--- src/rtl/axis_palette_loader.sv ---
// Loads a palette from an AXI4-Stream source into the inactive bank of a double-banked LUT RAM.
// The bank select flips only at the video start-of-frame that follows a complete, correct load.
//
// state    | meaning
// IDLE     | waiting for entry 0 of a new palette
// LOAD     | accepting entries 1..PALETTE_DEPTH-1
// WAIT_SOF | palette complete, stream stalled until the next sof swaps banks
// DRAIN    | over-long palette, discarding beats up to tlast
module axis_palette_loader #(
  parameter int PALETTE_DEPTH = 256,
  parameter int BANK_BITS     = 1
) (
  input  logic        axis_aclk,
  input  logic        axis_aresetn,
  input  logic [31:0] s_axis_tdata,
  input  logic        s_axis_tvalid,
  output logic        s_axis_tready,
  input  logic        s_axis_tlast,
  input  logic        sof,
  output logic        lut_ram_en,
  output logic [3:0]  lut_ram_we,
  output logic [31:0] lut_ram_addr,
  output logic [31:0] lut_ram_wdata,
  output logic        active_bank,
  output logic        load_busy,
  output logic        load_done,
  output logic        load_err
);

  localparam int IDX_W = $clog2(PALETTE_DEPTH);
  localparam logic [IDX_W-1:0] LAST_IDX = IDX_W'(PALETTE_DEPTH - 1);

  typedef enum logic [1:0] {IDLE, LOAD, WAIT_SOF, DRAIN} state_t;

  state_t               state, state_nx;
  logic [IDX_W-1:0]     idx, idx_nx;
  logic                 wr_nx, err_nx, swap_nx;
  logic                 accept;
  logic [BANK_BITS-1:0] tgt_bank;
  logic [31:0]          wr_addr;

  assign accept   = s_axis_tvalid & s_axis_tready;
  assign tgt_bank = BANK_BITS'(~active_bank);
  assign wr_addr  = 32'({tgt_bank, idx}) << 2;

  // idx is always 0 in IDLE, so IDLE and LOAD share the per-beat decision.
  always_comb begin
    state_nx = state;
    idx_nx   = idx;
    wr_nx    = 1'b0;
    err_nx   = 1'b0;
    swap_nx  = 1'b0;
    case (state)
      IDLE, LOAD: begin
        if (accept) begin
          wr_nx = 1'b1;
          if (idx == LAST_IDX) begin
            idx_nx = '0;
            if (s_axis_tlast) begin
              state_nx = WAIT_SOF;
            end else begin
              err_nx   = 1'b1;
              state_nx = DRAIN;
            end
          end else if (s_axis_tlast) begin
            err_nx   = 1'b1;
            idx_nx   = '0;
            state_nx = IDLE;
          end else begin
            idx_nx   = idx + 1'b1;
            state_nx = LOAD;
          end
        end
      end
      WAIT_SOF: begin
        if (sof) begin
          swap_nx  = 1'b1;
          idx_nx   = '0;
          state_nx = IDLE;
        end
      end
      DRAIN: begin
        if (accept && s_axis_tlast) begin
          idx_nx   = '0;
          state_nx = IDLE;
        end
      end
      default: state_nx = IDLE;
    endcase
  end

  always_ff @(posedge axis_aclk or negedge axis_aresetn) begin
    if (!axis_aresetn) begin
      state         <= IDLE;
      idx           <= '0;
      active_bank   <= 1'b0;
      s_axis_tready <= 1'b0;
      load_busy     <= 1'b0;
      load_done     <= 1'b0;
      load_err      <= 1'b0;
      lut_ram_en    <= 1'b0;
      lut_ram_we    <= 4'h0;
      lut_ram_addr  <= 32'h0;
      lut_ram_wdata <= 32'h0;
    end else begin
      state         <= state_nx;
      idx           <= idx_nx;
      active_bank   <= active_bank ^ swap_nx;
      s_axis_tready <= (state_nx != WAIT_SOF);
      load_busy     <= (state_nx != IDLE);
      load_done     <= swap_nx;
      load_err      <= err_nx;
      lut_ram_en    <= wr_nx;
      lut_ram_we    <= {4{wr_nx}};
      if (wr_nx) begin
        lut_ram_addr  <= wr_addr;
        lut_ram_wdata <= s_axis_tdata;
      end
    end
  end

endmodule

--- config.mk ---
export PLATFORM = sky130hd
export DESIGN_NAME = axis_palette_loader
export DESIGN_NICKNAME = d
export VERILOG_FILES = /design/src/rtl/axis_palette_loader.sv
export SDC_FILE = /design/constraint.sdc
export NUM_CORES = 1
export LEC_CHECK = 0
export ABC_AREA = 0
export CORE_MARGIN = 2
export CORE_UTILIZATION = 42
export CTS_CLUSTER_SIZE = 28
export DETAILED_ROUTE_END_ITERATION = 16
export MAX_ROUTING_LAYER = met4
export PLACE_DENSITY = 0.8
export SYNTH_ARGS = -nofsm -noshare
export SYNTH_HDL_FRONTEND = slang
export SYNTH_SLANG_ARGS = --single-unit
--- constraint.sdc ---
create_clock -name axis_aclk -period 1.9 [get_ports axis_aclk]
set_input_delay 0.19 -clock axis_aclk [delete_from_list [all_inputs] [get_ports axis_aclk]]
set_output_delay 0.19 -clock axis_aclk [all_outputs]
set_load 0.005 [all_outputs]
* Yosys cells after proc, flatten, opt, wreduce, memory -nomap -nowiden *
Index checks and enable logic that the tools add are counted.
W data, S select, Z words.

storage, ports and cells
  flip-flop bits (word level) = 58
  bits in latches = 0
  memory bits (writable) = 0
  bits in read-only memories = 0
  output and inout port bits = 74
  memories kept = 0

operators by class
  add/sub/neg operators = 1
  multipliers = 0
  divide/modulo/power cells = 0
  $lt $le $gt $ge = 0
  equality and inequality tests = 8
  shift-type cells = 0
  mux-type cells = 22
  bitwise gates (word level) = 3
  reductions and logical operators = 5

operators with widths
  operator               count
  $mux W8                5
  $pmux W8 S3            1
  $mux W1                11
  $add A8 B1 Y8 const B  1
  $eq A8 B8 Y1 const B   1
  $mux W2                4
  $ne A2 B2 Y1 const B   4
  $pmux W2 S3            1
  $eq A2 B2 Y1 const B   2
  $reduce_and A3 Y1      1
  $eq A2 B1 Y1 const B   1
  $logic_not A2 Y1       1
  $reduce_bool A2 Y1     1
  $reduce_or A2 Y1       1
  $and A1 B1 Y1          1
  $logic_and A1 B1 Y1    1
  $not A1 Y1             1
  $xor A1 B1 Y1          1

* Logic depth before layout (Yosys ltp) *
  word-level depth = 5
  depth in mapped cells = 7
  depth with buffers taken out = 5

* Worst setup path before layout *
No wires, ideal clock.

  path type = register to register
  from = register idx[0]
  to = register idx[7]
  library setup time = 82 ps
  arrival time = 1,407 ps
  data required time = 1,818 ps
  slack = 411 ps
  cell stages (with the launch flop) = 6
  cells stage by stage = dfrtp_1 > ha_1 > and4_4 > a211oi_1 > o21ai_0 > a31oi_1

between the ends
  cells in the longest elaborated chain, start to end = 5

RTL lines
  what                    line  RTL
  start, declared         36    logic [IDX_W-1:0] idx, idx_nx;
  start signal, assigned  107   idx <= idx_nx;
  $add A8 B1 Y8           70    idx_nx = idx + 1'b1;
  $mux W8                 65    end else if (s_axis_tlast) begin
  $mux W8 (*)             57    if (idx == LAST_IDX) begin
  $mux W8 (*)             55    if (accept) begin
  $pmux W8 S3 (*)         53    case (state)

Mark *: on every way between the ends. The rest lies on a longest branch, timed or not. The select of a mux whose other input is x is not followed.
A chain may end at the register's enable or synchronous reset.

* Final worst setup path *
Same ends and word-level chain as after synthesis.

==> impl_metrics.json <==
{
  "antenna_cells": 0,
  "synth.cell_area_sq_um": 2520,
  "synth_edf_count": 0,
  "num_vias": 2048,
  "post_dp_cell_area_sq_um": 3370,
  "worstPathMaxFanout": 5,
  "antenna_found_initial": 0,
  "internal_power_mw": 2.06,
  "hpwl_um": 4160,
  "clkSlewWorstSetupHoldPaths_ns": 0.06,
  "layout.nets": 404,
  "die-area_sq_um": 6640,
  "synthArstFlopShare": 1.00,
  "track_usage": 0.187,
  "endpoint_kind": "flop",
  "final_cell_area_sq_um": 3540,
  "hp-class": "in -> async",
  "avgRoutedWirePerCell_um": 12.5,
  "io_pins": 111,
  "ys_dominant_reg_cell": "dfrtp_1",
  "power.leakage_nw": 1.73,
  "p_sw_uw": 662,
  "cts_buffers": 9,
  "die_h_um": 81.5,
  "cp.arrival_ns": 1.95,
  "synth_area_leaders": "dfrtp_1 57%, nand2_1 18%, buf_4 8.0%, o21ai_0 2.2%, buf_2 1.2%",
  "rsz0062_at_grt": "false",
  "clock_skew_ns": 0.00472,
  "syn_to_final_growth_pct": 40.5,
  "ys_seq_area_frac": 0.565,
  "grt_max_degree": 33,
  "slew_viol_final": 0,
  "startpoint_type": "flop",
  "htreeDepth": 3,
  "hold_viol_final": 0,
  "ant_nets": 0,
  "grt_pass1_vias": 1998,
  "yosysWarnings": 0,
  "chipWidth_um": 81.5,
  "post-route-period-util": 0.894,
  "synth_top_area_frac": 0.565,
  "syn_area_per_cell_sq_um": 9.14,
  "outcome": "finished clean",
  "power_frac_comb": 0.160,
  "first_pass_iters": 4,
  "num_rows": 28,
  "post-synth-top-area-cell": "dfrtp_1",
  "grt.overflow.total": 0,
  "clkLatencyLatePin_ns": 0.32,
  "route.detailed.drc": 0,
  "p_seq_frac": 0.499,
  "ys_types": 35,
  "finalCriticalPeriod_ns": 1.70,
  "initial_core_util": 0.431,
  "drive_gt1_frac": 0.0730,
  "dr.first_iter.drc_count": 49,
  "routed_wl_um": 5580,
  "required_ns": 2.15,
  "setup_viol": 0,
  "gp_congestion": 0.797,
  "tns_ns": 0,
  "postCtsSetupRepairBufs": 0,
  "cts_resized": 0,
  "clockBufferDepth": 2,
  "switching_share": 0.243,
  "pwr-share-clk": 0.341,
  "crit_type": "reg -> reg",
  "core_sq_um": 5850,
  "syn_inst": 276,
  "cap_violations": 0,
  "port_buffers": 87,
  "grt_pass1_wl_um": 9110,
  "ctsHoldBuffers": 1,
  "p_per_area_nw_per_um2": 767,
  "vias_per_cell": 4.60,
  "cts_root_buffer": "clkbuf_8",
  "clkSinkCount": 57,
  "cts_tree": "built",
  "ir_drop_v": 0.000546,
  "fmax_mhz": 589,
  "ys_seq_elements": 57
}
[kinds of logic (layout without fill, tap and decap cells)]
group | after synthesis | after routing | share of synthesized area
AO/OA/AOI/OAI | 28 | 28 | 0.0724
XOR/XNOR | 2 | 2 | 0.00694
adder cells (fa/ha/maj) | 1 | 1 | 0.00496
buffers and inverters | 41 | 113 | 0.107
flip-flops | 57 | 57 | 0.565
multiplexers | 2 | 2 | 0.00892
other | 1 | 23 | 0.00149
AND/OR/NAND/NOR | 144 | 144 | 0.233
[final timing paths]
kind | start | to | slack (ns) | cells past startpoint
min in group axis_aclk | s_axis_tdata[18] | lut_ram_wdata[18] | 0.39 | 3
worst max register to register | idx[0] | idx[7] | 0.20 | 5
worst min-delay path | axis_aresetn | lut_ram_wdata[11] | 0.34 | 2
max in group asynchronous | axis_aresetn | lut_ram_wdata[21] | 0.99 | 3
worst max-delay path | idx[0] | idx[7] | 0.20 | 5
worst min register to register | lut_ram_wdata[25] | lut_ram_wdata[25] | 0.47 | 2
[layout by cell type (no fill, tap or decap), drive strengths merged, types with 3 or more instances in the layout]
cell / count
nand2: 124
clkdlybuf4s50: 86
dfrtp: 57
conb: 23
clkbuf: 12
o21ai: 11
buf: 8
nor2: 5
a21oi: 5
and3: 4
o21a: 3
nand3: 3
inv: 3
[critical path, stage by stage (launching register included)]
cell and delay, ns:
dfrtp_1 0.41, ha_1 0.27, and4_4 0.23, a211oi_1 0.37
o21ai_0 0.16, a31oi_1 0.19
[power by group through the flow]
stage               combinational, mW  clock (mW)  sequential (mW)
global placement                0.429           0             1.37
floorplan                       0.175           0             1.38
CTS                             0.443       0.965             1.36
finish                          0.435       0.928             1.36
global route                    0.488        1.04             1.37
detailed placement              0.440           0             1.38
[state kept, by name, indices dropped and copies added, names as in the netlist, 2 cells and up]
name and flops:
lut_ram_wdata 32, lut_ram_addr 9, idx 8, state 2
[area by class of cell]
| type | count | area (sq um) |
|---|---|---|
| fill | 483 | 2310 |
| sequential | 57 | 1430 |
| timing repair buffer | 95 | 941 |
| multi-input combinational | 200 | 910 |
| clock buffer | 12 | 145 |
| tap | 75 | 93.8 |
| clock inverter | 3 | 17.5 |
| inverter | 3 | 11.3 |
[synthesized netlist by cell type, types with 3 or more instances]
master    number
and3_1         3
a21oi_1        5
nor2_1         5
clkbuf_1       4
buf_2          6
o21ai_0       11
o21a_1         3
nand3_1        3
buf_4         27
dfrtp_1       57
nand2_1      124
[stage by stage]
stage,instances,hold WS [ns],util,total power [mW],setup WS (ns)
finish,445,0.337,0.606,2.72,0.202
global route,445,0.370,0.606,2.90,0.0777
CTS,445,0.344,0.606,2.77,0.200
detailed placement,429,0.159,0.576,1.82,0.186
global placement,429,0.152,0.576,1.80,0.226
floorplan,298,-0.106,-,1.55,0.411
[layer usage]
layer	global-route usage	vias up	part of all wire
li1	-	1007	-
met1	0.224	965	0.43
met2	0.306	70	0.49
met3	0.0615	6	0.071
met4	0.0508	0	0.0082
met5	-	-	0
(Power assumes the default switching activity.)
